[src/rtl/alu_arbiter.sv]
// alu_arbiter
// Shares one registered ALU between two requesters. A round-robin grant is
// made in IDLE. The winner's operands are latched onto the ALU inputs, and
// ALU_EN is pulsed for one cycle. ALU_OUT is captured ALU_LAT cycles after
// that pulse. The result is then returned on the winner's valid/ready
// response channel. Only one operation is in flight at a time.
//
// Ports:
//   CLK, RST                       clock (rising edge), async active-high reset
//   REQx_VALID/READY/A/B/FUN       request channels (READY is combinational)
//   RSPx_VALID/READY/DATA          response channels (VALID/DATA registered)
//   ALU_A/ALU_B/ALU_FUN/ALU_EN     drive the shared ALU (registered)
//   ALU_OUT                        result from the shared ALU
//   BUSY                           high whenever the FSM is not IDLE
module alu_arbiter #(
   parameter int WIDTH   = 8,
   parameter int FUN_W   = 4,
   parameter int OUT_W   = 16,
   parameter int ALU_LAT = 1
) (
   input  logic             CLK,
   input  logic             RST,
   input  logic             REQ0_VALID,
   output logic             REQ0_READY,
   input  logic [WIDTH-1:0] REQ0_A,
   input  logic [WIDTH-1:0] REQ0_B,
   input  logic [FUN_W-1:0] REQ0_FUN,
   input  logic             REQ1_VALID,
   output logic             REQ1_READY,
   input  logic [WIDTH-1:0] REQ1_A,
   input  logic [WIDTH-1:0] REQ1_B,
   input  logic [FUN_W-1:0] REQ1_FUN,
   output logic             RSP0_VALID,
   input  logic             RSP0_READY,
   output logic [OUT_W-1:0] RSP0_DATA,
   output logic             RSP1_VALID,
   input  logic             RSP1_READY,
   output logic [OUT_W-1:0] RSP1_DATA,
   output logic [WIDTH-1:0] ALU_A,
   output logic [WIDTH-1:0] ALU_B,
   output logic [FUN_W-1:0] ALU_FUN,
   output logic             ALU_EN,
   input  logic [OUT_W-1:0] ALU_OUT,
   output logic             BUSY
);

   // The counter must hold ALU_LAT-1.
   localparam int CNT_W = (ALU_LAT > 1) ? $clog2(ALU_LAT) : 1;

   typedef enum logic [1:0] {IDLE, ISSUE, WAIT, RESP} state_t;

   state_t                    state_reg;
   logic                      ptr_reg;
   logic                      gid_reg;
   logic [CNT_W-1:0]          cnt_reg;
   logic [WIDTH-1:0]          alu_a_reg;
   logic [WIDTH-1:0]          alu_b_reg;
   logic [FUN_W-1:0]          alu_fun_reg;
   logic                      alu_en_reg;
   logic [1:0]                rsp_valid_reg;
   logic [1:0][OUT_W-1:0]     rsp_data_reg;

   logic [1:0]                req_valid;
   logic [1:0]                rsp_ready;
   logic [1:0][WIDTH-1:0]     req_a;
   logic [1:0][WIDTH-1:0]     req_b;
   logic [1:0][FUN_W-1:0]     req_fun;
   logic [1:0]                grant;
   logic                      grant_id;
   logic                      any_grant;

   assign req_valid = {REQ1_VALID, REQ0_VALID};
   assign rsp_ready = {RSP1_READY, RSP0_READY};
   assign req_a     = {REQ1_A, REQ0_A};
   assign req_b     = {REQ1_B, REQ0_B};
   assign req_fun   = {REQ1_FUN, REQ0_FUN};

   // A requester wins if it is the only one that is valid. It also wins if
   // both are valid and the pointer names it.
   for (genvar gi = 0; gi < 2; gi++) begin : g_grant
      assign grant[gi] = req_valid[gi] & (~req_valid[1-gi] | (ptr_reg == 1'(gi)));
   end

   assign grant_id  = grant[1];
   assign any_grant = |grant;

   // READY is masked while RST is high. This keeps a request from looking
   // accepted while the FSM is held in reset.
   assign REQ0_READY = (state_reg == IDLE) & ~RST & grant[0];
   assign REQ1_READY = (state_reg == IDLE) & ~RST & grant[1];

   assign ALU_A      = alu_a_reg;
   assign ALU_B      = alu_b_reg;
   assign ALU_FUN    = alu_fun_reg;
   assign ALU_EN     = alu_en_reg;
   assign RSP0_VALID = rsp_valid_reg[0];
   assign RSP1_VALID = rsp_valid_reg[1];
   assign RSP0_DATA  = rsp_data_reg[0];
   assign RSP1_DATA  = rsp_data_reg[1];
   assign BUSY       = (state_reg != IDLE);

   always_ff @(posedge CLK or posedge RST) begin
      if (RST) begin
         state_reg     <= IDLE;
         ptr_reg       <= 1'b0;
         gid_reg       <= 1'b0;
         cnt_reg       <= '0;
         alu_a_reg     <= '0;
         alu_b_reg     <= '0;
         alu_fun_reg   <= '0;
         alu_en_reg    <= 1'b0;
         rsp_valid_reg <= '0;
         rsp_data_reg  <= '0;
      end else begin
         case (state_reg)
            IDLE: begin
               if (any_grant) begin
                  alu_a_reg   <= req_a[grant_id];
                  alu_b_reg   <= req_b[grant_id];
                  alu_fun_reg <= req_fun[grant_id];
                  gid_reg     <= grant_id;
                  ptr_reg     <= ~grant_id;
                  // ALU_EN is raised on entry to ISSUE, so it is high
                  // exactly during the ISSUE cycle.
                  alu_en_reg  <= 1'b1;
                  state_reg   <= ISSUE;
               end
            end
            ISSUE: begin
               alu_en_reg <= 1'b0;
               cnt_reg    <= CNT_W'(ALU_LAT - 1);
               state_reg  <= WAIT;
            end
            WAIT: begin
               if (cnt_reg == '0) begin
                  rsp_data_reg[gid_reg]  <= ALU_OUT;
                  rsp_valid_reg[gid_reg] <= 1'b1;
                  state_reg              <= RESP;
               end else begin
                  cnt_reg <= cnt_reg - 1'b1;
               end
            end
            RESP: begin
               if (rsp_ready[gid_reg]) begin
                  rsp_valid_reg[gid_reg] <= 1'b0;
                  state_reg              <= IDLE;
               end
            end
            default: state_reg <= IDLE;
         endcase
      end
   end

endmodule

[config.mk]
export PLATFORM = sky130hd
export DESIGN_NAME = alu_arbiter
export DESIGN_NICKNAME = d
export VERILOG_FILES = /design/src/rtl/alu_arbiter.sv
export SDC_FILE = /design/constraint.sdc
export NUM_CORES = 1
export LEC_CHECK = 0
export ABC_AREA = 0
export CORE_MARGIN = 4
export CORE_UTILIZATION = 25
export CTS_BUF_LIST = sky130_fd_sc_hd__clkbuf_2
export CTS_CLUSTER_DIAMETER = 60
export DETAILED_ROUTE_END_ITERATION = 16
export SLEW_MARGIN = 10
export SYNTH_ARGS = -nofsm -noshare
export SYNTH_HDL_FRONTEND = slang
export SYNTH_SLANG_ARGS = --single-unit
[constraint.sdc]
create_clock -name CLK -period 4.01 [get_ports CLK]
set_input_delay 0.401 -clock CLK [delete_from_list [all_inputs] [get_ports CLK]]
set_output_delay 0.401 -clock CLK [all_outputs]
set_load 0.005 [all_outputs]
[Word-level counts from Yosys, hierarchy flattened]
Cells that the tools add are included.
Word-level totals
  register bits: 60
  bits in latches: 0
  memory bits (writable): 0
  bits in read-only memories: 0
  input bits: 62
  memories: 0
Operators by class
  add/subtract/negate cells: 1
  multiply operators: 0
  divide/modulo/power cells: 0
  order comparisons: 3
  equality and inequality tests: 6
  shift operators: 0
  mux-type cells: 24
  bitwise operators: 16
  reduce and logical (&&, ||, !) cells: 12
Operators by type and width (number)
  bitwise mux 32 bit: 1
  2-to-1 mux 8 bit: 4
  demux 16 bit (select 1 bit): 1
  2-to-1 mux 16 bit: 1
  2-to-1 mux 2 bit: 5
  2-to-1 mux 4 bit: 2
  one-hot mux 2 bit (4 select lines): 1
  nonzero test 2 bit: 4
  inequality test 2 bit, second input constant: 3
  NOT 1 bit: 6
  AND reduction 2 bit: 3
  AND reduction 3 bit: 2
  AND 1 bit: 5
  2-to-1 mux 1 bit: 5
  == test 2 bit, second input constant: 2
  < comparator 1 x 2 -> 1 bit, second input constant: 2
  one-hot mux 1 bit (2 select lines): 2
  one-hot mux 2 bit (2 select lines): 1
  AND 2 bit: 1
  == test 2 x 1 -> 1 bit, second input constant: 1
  logical NOT 2 bit: 1
  NOT 2 bit: 1
  bitwise OR 1 bit: 2
  bitwise OR 2 bit: 1
  other kinds (5): 5

[Longest topological paths before layout]
Gate-level depths: netlist of run 1.
  depth after elaboration: 8
  gate-level depth with buffers: 7
  gate-level depth less buffers: 5

[Worst setup path before layout of run 1]
OpenSTA, ideal clock, no wires.
  kind: register to register
  start: register state_reg[0]
  end: register rsp_data_reg, in the netlist RSP0_DATA[15]
  setup time: 0.125 ns
  arrival time: 1.432 ns
  required time: 3.885 ns
  path slack: 2.453 ns
  stages on the path, launching flop included: 7
  clock period less this slack: 1.557 ns
  cell sequence: dfrtp_1 inv_1 ha_1 nor2b_2 buf_6 buf_6 mux2_4
Between the ends
  word-level cells in the longest chain between the ends: 2
Ends and longest elaborated chain
  from (decl): RTL line 52  | state_t state_reg;
  from (signal assigned): RTL line 104  | state_reg <= IDLE;
  from (signal assigned): RTL line 126  | state_reg <= ISSUE;
  from (signal assigned): RTL line 132  | state_reg <= WAIT;
  == test 2 bit: RTL line 115  | case (state_reg)
  AND reduction 2 bit (no line)
  to (signal assigned): RTL line 113  | rsp_data_reg <= '0;
  to (signal, indexed assignment): RTL line 136  | rsp_data_reg[gid_reg] <= ALU_OUT;
  to (decl): RTL line 61  | logic [1:0][OUT_W-1:0] rsp_data_reg;
Every way passes these cells.
A chain may end at the register's enable or synchronous reset.

[Worst setup path in the final report of run 1]
  start: input REQ1_VALID
  end: output REQ1_READY
Between the ends
  word-level cells in the longest chain between the ends: 2
Ends and longest elaborated chain
  from (decl): RTL line 28  | input logic REQ1_VALID,
  AND 1 bit: RTL line 81  | assign grant[gi] = req_valid[gi] & (~req_valid[1-gi] | (ptr_reg == 1'(gi)));
  AND 1 bit: RTL line 90  | assign REQ1_READY = (state_reg == IDLE) & ~RST & grant[1];
  to (decl): RTL line 29  | output logic REQ1_READY,
Every way passes these cells.

==> results of run 1 <==
## worst register-to-register path, stage by stage (launching register included)
cell and delay [ns]:
dfrtp_1 0.44, inv_1 0.13, ha_1 0.24, nor2b_2 0.90
mux2_2 0.43
## layout make-up
class	count	area, um^2
fill	1046	6270
sequential	59	1480
timing repair buffer	122	1210
multi-input combinational	144	1030
tap	136	170
clock buffer	11	55.1
clock inverter	4	42.5
inverter	5	18.8
## metrics by stage
step / area [um^2] / setup slack (ns) / utilization (%)
after floorplan: 2620 / 2.15 / -
after global placement: 3910 / 1.24 / 38.0
after detailed placement: 3910 / 1.23 / 38.0
after CTS: 4000 / 1.21 / 38.9
after global routing: 4000 / 1.05 / 38.9
final: 4000 / 1.22 / 38.9
## how the worst max path moves through the flow
stage | startpoint | to | depth (start not counted)
after global routing | REQ1_VALID | REQ1_READY | 5
after detailed placement | REQ1_VALID | REQ1_READY | 5
after floorplan | RST | ALU_A[0] | 1
after global placement | REQ1_VALID | REQ1_READY | 5
after CTS | REQ1_VALID | REQ1_READY | 5
final | REQ1_VALID | REQ1_READY | 5
## routing by layer
layer	part of all wire, %	GRT usage [%]	vias to the layer above
li1	-	-	1033
met3	9.0	4.33	8
met5	0	0	-
met4	1.2	3.94	0
met1	46	14.4	1006
met2	44	16.7	101
## cell families after synthesis
| logic type | Yosys count |
|---|---|
| simple gates | 55 |
| mux | 34 |
| buf+inv | 22 |
| flops | 59 |
| fa+ha+maj | 5 |
| compound gates | 50 |
## layout by cell type (no fill, tap or decap), drive strengths merged, types with 2 or more instances in the layout
| cell | instances |
|---|---|
| ha | 5 |
| nand3 | 20 |
| nand2b | 2 |
| mux2 | 33 |
| a31oi | 21 |
| nor2 | 24 |
| dfrtp | 59 |
| o21ai | 22 |
| clkdlybuf4s50 | 119 |
| clkbuf | 11 |
| clkinv | 3 |
| buf | 3 |
| nand2 | 6 |
| inv | 5 |
| a21oi | 3 |
## where the power goes
group	switching [W]	leakage (nW)	total, W	internal, W
Combinational	0.000516	0.883	0.00142	0.000903
Sequential	0.000172	0.673	0.00107	0.000900
Clock	0.000200	0.0669	0.000342	0.000142
==> metrics.md, run 1 <==
| Metric | Value |
|---|---|
| Die width | 110 um |
| Via Count | 2148 |
| Slew @ Worst Pin | 1.10 ns |
| Setup TNS | 0 ns |
| Pre-antenna DRT Iters | 4 |
| Worst-path cell chain | clkdlybuf4s50_1 -> buf_4 -> inv_1 -> nor4_1 -> clkdlybuf4s50_1 |
| Overall power | 0.00283 W |
| Most frequent cell after synthesis | dfrtp_1 |
| Worst path top cell family by delay | buffers and inverters |
| Post-CTS Hold Buffers | 0 |
| Longest Clk Path Bufs | 2 |
| Worst skew pair latency | 0.44 ns |
| Setup violators final | 0 |
| DPL Wire Length | 5030 um |
| Post-synthesis adder-cell area fraction | under 10% |
| Reg2Reg Depth | 4 |
| Total number of yosys warnings | 0 |
| Sink Count | 59 |
| Ant. Diodes | 0 |
| Outcome | finished, final reports clean |
| Async S/R FF share, synth | 100% |
| Ys flop type | dfrtp_1 |
| Core area | 10300 um^2 |
| First DRT Iteration DRCs | 57 |
| Largest net degree at the start of global routing | 42 |
| Antenna violations before repair | 0 |
| Htree depth | 3 |
| Compound-gate portion of the synthesized area | 11.4% |
| TritonCTS Buffers | 9 |
| Final worst path period share | 69.7% |
| Die H | 110 um |
| Io pins | 120 |
| Final wirelength | 6890 um |
| Area contributors post-synth | dfrtp_1 56%, mux2_2 10%, mux2_4 5.2% |
| Crit path required time | 3.61 ns |
| First-pass GRT wire length | 11100 um |
| Worst-path clk slew | 0.16 ns |
| Vias/cell | 4.47 |
| Layout Skew | ~0.014 ns |
| Syn Nets | between 200 and 300 |
| Post-CTS sizing | 0 |
| Placed cell count | 466 |
| Final GP Congestion | around 0.77 |
| Worst EP arrival | around 2.4 ns |
| Post-CTS setup repair buffer count | 0 |
| Crit start category | input pin |
| Worst-path maximum fanout | 26 |
| Mapped Area | 2620 um^2 |
| TritonCTS clock tree | done |
| Cell mode on critical path | clkdlybuf4s50_1 |
| Worst relative slew slack | 26.7% |
| Row Count | 37 |
| Initial core utilization | between 20% and 30% |
| WP buf/inv | 4 |
| Vias in the first global route | 2197 |
| Finished Layout Cells | about 480 |
| RSZ-0062 raised after global routing | no |
| Worst Hold Class | input pin to async pin |
| Gr usage total | 11.1% |
| IO buf count | 119 |
| Leakage | 1.62 nW |
| Drt wl/cell | 14.3 um |
| #FFs+latches synth | 59 |
| Syn-to-layout area delta | 52.6% |
| Worst R2R End | RSP0_DATA[0] |
| Max-cap viol count | 0 |
| Yosys top cell by area | dfrtp_1 |
| Min Clock Period, post-route | about 2.8 ns |
| DRC | 0 |
| Crit path capture type | primary output |
| Max Fclk | 358 MHz |
| Die ar. | 12200 um^2 |
| Largest family of logic cells by synthesized area | multiplexers |
| Synth Area per Inst | 11.7 um^2 |
| Root Buffer | clkbuf_2 |
| Fin. Hold Viols | 0 |
| Post-Synthesis Cells | 225 |
| CP peak stage delay | 0.55 ns |
| EDFF count, synth | 0 |
| Library cells used by synthesis | 26 |
| Power density over the cells | between 700 and 800 nW/um^2 |
| Layout cells sized above 1 | 15.4% |
| Slowest CP cell | clkdlybuf4s50_1 |
| Commonest cells in the netlist | 59 x dfrtp_1, 24 x mux2_2, 24 x nor2_1 |
| R2R Setup Slk | 1.78 ns |
| Antenna viol nets, final | 0 |
| Maximum VDD drop | 0.000279 V |
| Final Max Slew Viols | 0 |
| Reg2reg start | state_reg[0] |
| Critical path class | input pin to primary output |
| Xor/xnor cell area share of the yosys netlist | 0% |
| Nets@finish | just over 400 |
| GRT overflow | 0 |
| Simple-gate portion of the synthesized area | 9.54% |
| Post-synthesis mux area share | between 10% and 20% |
| Yosys top cell area share | 56.3% |
| Register area share after synthesis | between 50 and 60% |
| Hold Slack | 0.361 ns |
No activity file was read; power rests on OpenSTA's default activity.
==> run 2, diff against run 1 <==
==> constraint.sdc (replaced) <==
create_clock -name CLK -period 2.8 [get_ports CLK]
set_input_delay 0.28 -clock CLK [delete_from_list [all_inputs] [get_ports CLK]]
set_output_delay 0.28 -clock CLK [all_outputs]
set_load 0.005 [all_outputs]
==> metrics.md, run 2 (synthesis gave the netlist of run 1 again) <==
| Metric | Value |
|---|---|
| Vias in the first global route | 2259 |
| Vias/cell | 4.50 |
| Layout Skew | 0.0186 ns |
| Final wirelength | just over 7000 um |
| Cell mode on critical path | inv_1 |
| Pre-antenna DRT Iters | 4 |
| TritonCTS Buffers | 9 |
| Outcome | finished, final reports clean |
| Fin. Hold Viols | 0 |
| Most frequent cells in the layout | 119 x clkdlybuf4s50_1, 59 x dfrtp_1, 24 x mux2_2, 24 x nor2_1, 21 x a31oi_1 |
| Layout cells sized above 1 | 16.9% |
| First DRT Iteration DRCs | 79 |
| GRT overflow | 0 |
| Fillers | 1052 |
| Crit start category | flip-flop |
| Final worst path period share | 89.9% |
| Worst path top cell family by delay | buffers and inverters |
| Gr usage total | 11.6% |
| Critical path class | flip-flop to primary output |
| Final GP Congestion | around 0.7 |
| Worst relative slew slack | 44.4% |
| Slowest CP cell | clkdlybuf4s50_1 |
| Post-CTS setup repair buffer count | 0 |
| DPL Wire Length | 5040 um |
| Syn-to-layout area delta | 54.6% |
| First-pass GRT wire length | 11500 um |
| Root Buffer | clkbuf_2 |
| Sink Count | 59 |
| Die H | 110 um |
| Io pins | 120 |
| Worst Hold Class | input pin to async pin |
| Htree depth | 3 |
| Max-cap viol count | 0 |
| WP buf/inv | 3 |
| Power density over the cells | between 1000 and 1500 nW/um^2 |
| Min Clock Period, post-route | around 2.5 ns |
| Leakage | around 1.7 nW |
| Worst skew pair latency | 0.44 ns |
| CP peak stage delay | roughly 0.56 ns |
| Die width | 110 um |
| Worst EP arrival | between 2 and 2.5 ns |
| Ant. Diodes | 0 |
| Longest Clk Path Bufs | 2 |
| RSZ-0062 raised after global routing | no |
| IO buf count | about 120 |
| Core area | 10300 um^2 |
| Worst-path clk slew | roughly 0.17 ns |
| Maximum VDD drop | 0.000397 V |
| Worst-path maximum fanout | 8 |
| Nets@finish | 413 |
| TritonCTS clock tree | done |
| Slew @ Worst Pin | 0.834 ns |
| Max Fclk | 397 MHz |
| Die ar. | 12200 um^2 |
| Via Count | between 2000 and 2500 |
| Fin area | 4060 um^2 |
| Setup TNS | 0 ns |
| Largest net degree at the start of global routing | 60 |
| Crit path required time | between 2 and 3 ns |
| DP Area | 3960 um^2 |
| Commonest non-fill, non-tap cell in the layout | clkdlybuf4s50_1 |
| Row Count | 37 |
| DRC | 0 |
| Antenna viol nets, final | 0 |
| Initial core utilization | 25.5% |
| Antenna violations before repair | 0 |
| Drt wl/cell | 14.7 um |
| Worst-path cell chain | inv_1 -> ha_2 -> inv_1 -> nor4_1 -> clkdlybuf4s50_1 |
| Setup violators final | 0 |
| Final Max Slew Viols | 0 |
| Crit path capture type | primary output |
[run 2: changes by cell type in the layout (fill, tap and decap cells not counted), sizes merged]
cell / delta
buf: +5
[run 2: per-layer routing]
metal  vias to the layer above  track usage, %  share of wire [%]
met2                       101            18.6                 46
met4                         0            4.19                1.2
met5                         -               0                  0
met1                      1034            14.3                 44
li1                       1042               -                  -
met3                         9            4.27                8.5
[run 2: worst reg2reg max path: cells and delay by family (launching register included)]
family	cells	cell delay, ns
adders and majority gates	1	0.25
muxes	1	0.39
and+or+nand+nor	1	0.16
DFF	1	0.44
buffers and inverters	2	0.44
[run 2: path summary, 6_finish.rpt]
path | startpoint | end | slack [ns] | cells after the start
min in group CLK | REQ0_B[4] | ALU_B[4] | 0.39 | 3
hold / removal | RST | ALU_B[5] | 0.28 | 3
max in group asynchronous | RST | RSP0_DATA[0] | 2.26 | 3
setup / recovery | state_reg[0] | REQ1_READY | 0.28 | 5
setup reg to reg | state_reg[0] | RSP0_DATA[10] | 1.02 | 5
hold reg to reg | RSP1_DATA[1] | RSP1_DATA[1] | 0.53 | 1
[run 2: area by class of cell]
class	instances	area [um^2]	area share, %
clock inverters	4	42.5	1.05
multi-input cells	144	1030	25.4
flip-flops and latches	59	1480	36.4
well taps	136	170	4.20
clock buffers	11	55.1	1.36
inverters	5	18.8	0.463
repair buffers	127	1260	31.2
[run 2: stage by stage]
step           instances  util (%)  hold slack [ns]  power (W)  worst slack, ns
6_report             486      39.5            0.280    0.00410            0.283
3_3_place_gp         471      38.5            0.490    0.00362            0.659
2_1_floorplan        225         -            0.428    0.00254             1.06
5_1_grt              486      39.5            0.235    0.00442           0.0589
3_5_place_dp         471      38.5            0.491    0.00366            0.675
4_1_cts              486      39.4            0.204    0.00418            0.110
[run 2: what timing repair did]
| item | CTS | global route |
|---|---|---|
| resized for setup | 0 | 1 |
| setup endpoints to repair | 0 | 1 |
| hold buffers | 0 | 0 |
[run 2: where the power goes]
group          total [W]  switching (W)  internal (W)
Sequential       0.00154       0.000254       0.00129
Clock           0.000498       0.000295      0.000203
Combinational    0.00206       0.000741       0.00132
==> RTL edit: new RTL, settings of run 1 <==
`FUN_W`: 4 -> 5.
--- a/src/rtl/alu_arbiter.sv
+++ b/src/rtl/alu_arbiter.sv
@@ -15,5 +15,5 @@
 module alu_arbiter #(
    parameter int WIDTH   = 8,
-   parameter int FUN_W   = 4,
+   parameter int FUN_W   = 5,
    parameter int OUT_W   = 16,
    parameter int ALU_LAT = 1
Interface: changed (resized ALU_FUN, REQ0_FUN and REQ1_FUN); port bits go from 120 to 123. The function was not compared with the original's and may differ.
==> RTL edit against run 1 <==
  * Critical path depth stayed put
  * Synthesized area grew 1.1%
  * Clock skew up 0.0095 ns
  * Routed wire length increased by 2.0%
  * Largest power group unchanged
  * Non-clock buffer count up 3
  * Power fell by 2.5%
  * Design area is 0.41% higher
  * Setup slack worse by 0.070 ns
  * Count of clock-buffer cells in the layout is the same
  * Maximum frequency shrank 2.4%
  * Sequential cell count grew 1
==> RTL edit: results (changes against run 1) <==
[power_and_ir_drop]
p_per_area_nw_per_um2 = 687.3  ; -2.9%
ir_worst_vdd_mv = 0.2521  ; -9.7%
leakage_nw = 1.609  ; -0.87%

[clock_network]
cts_setup_buffers = 0  ; unchanged
cts_resized = 0  ; unchanged
numCtsBuffers = 9  ; unchanged
clockBufferDepth = 2  ; unchanged
clkTransAtPathRegs_ns = 0.17
cts-root-buf = clkbuf_2
clk_latency_ns = 0.44  ; about the same
postCtsHoldBufs = 0  ; unchanged
cts.htree.levels = 3  ; unchanged

[cells_and_area]
insertedDiodeCount = 0  ; unchanged
drive_gt1_share_pct = 15.01  ; -0.35 points
nets = 418  ; +2.5%
fillCellCount = 1030  ; -1.5%

[yosys]
synthDistinctLibCells = 27  ; +3.8%
async_flop_share_pct = 100.0  ; unchanged
ys_seq_area_share_pct = 56.60  ; +0.31 points
yosys-top-cells-area = dfrtp_1 57%, mux2_2 14%, a31oi_1 5.2%
synthesis.nets = 300  ; +2.7%
ys_top_cells_by_count = 60 x dfrtp_1, 33 x mux2_2, 25 x nor2_1
yosysWarningCount = 0  ; unchanged

[global_route]
grt_max_degree = 39  ; -7.1%
grt_use_total_pct = 11.46  ; +0.39 points
grt_antenna_before_repair = 0  ; unchanged
grt_pass1_wl_mm = 11.41  ; +2.9%

[worst_setup_path]
crit_slowest_cell = clkdlybuf4s50_1
reg2reg_depth = 4  ; unchanged
reg2reg_slack_ns = 1.87  ; +0.09 ns
r2r-start = state_reg[0]
critPathMaxFanout = 27  ; +3.8%
r2r-end = RSP0_DATA[13]
cp_slowest_stage_delay_ns = 0.57  ; +0.02 ns
arrival_ns = 2.46  ; +0.07 ns

[outcome]
status = complete, no violations

[placed_design]
dp_hpwl_mm = 5.223  ; +3.8%
gp_congestion = 0.7443  ; -3.4%
port_buffers = 122  ; +2.5%
dpl_cell_area_sq_um = 3946  ; +1.1%

[hold_path]
hp-class = primary input to asynchronous set/reset pin

[timing]
skew_ns = 0.02300  ; +0.009450 ns
tightest_slew_ns = 0.9411  ; -0.1541 ns
hold_slack_ns = 0.4211  ; +0.06002 ns

[detailed_routing]
drt_iter0_drc = 53  ; -7.0%
vias = 2189  ; +1.9%
drtPass1Iterations = 5  ; +1
drt-total-wl_mm = 7.021  ; +2.0%

RTL edit: changes by cell type in the layout (fill, tap and decap cells not counted), moves of 3 or more:
cell,run 1,this run
o21ai_0,3,22
o21ai_1,19,1
mux2_2,24,33
clkdlybuf4s50_1,119,122
mux2_4,9,0
RTL edit: routing by layer:
layer  vias up  share of wire [%]  global-route usage [%]
met4         0               0.91                   3.366
met2       101                 45                   17.76
met3         5                 10                   5.295
met5         -                  0                       0
li1       1055                  -                       -
met1      1028                 44                   14.31
RTL edit: kinds of logic (layout without fill, tap and decap cells):
logic type	Yosys count	after routing	synth area share [%]
AOI/OAI and AO/OA	52	52	11.65
adders and majority gates	5	5	2.358
buffers and inverters	23	145	5.236
DFF	60	60	56.60
muxes	34	34	14.39
and+or+nand+nor	57	57	9.765
RTL edit: layout make-up:
class / count / area share [%]
clock inverter: 4 / 0.4359
sequential: 60 / 37.36
multi-input combinational: 148 / 25.19
tap: 136 / 4.234
clock buffer: 11 / 1.370
inverter: 5 / 0.4670
timing repair buffer: 125 / 30.95
RTL edit: per-stage QoR:
stage | cells | setup WS (ns)
final | 489 | 1.146
after global routing | 489 | 1.020
after CTS | 489 | 1.159
after detailed placement | 474 | 1.183
after global placement | 474 | 1.245
after floorplan | 231 | 2.124
RTL edit: power breakdown:
part	internal (mW)	switching (mW)
registers	0.915	0.172
clock network	0.0780	0.203
logic	0.879	0.515
total	1.87	0.891
RTL edit: worst max path at each step:
stage / startpoint / endpoint / slack [ns] / cells after the start
final: REQ1_VALID / REQ1_READY / 1.15 / 5
after global routing: state_reg[1] / REQ1_READY / 1.02 / 5
after CTS: REQ1_VALID / REQ1_READY / 1.16 / 5
after detailed placement: REQ1_VALID / REQ1_READY / 1.18 / 5
after global placement: REQ1_VALID / REQ1_READY / 1.25 / 5
after floorplan: RST / ALU_A[0] / 2.12 / 1
RTL edit: worst max-delay path: cells and delay by family:
family	cells	cell delay [ns]
buffers and inverters	4	1.62
AND/OR/NAND/NOR	1	0.43
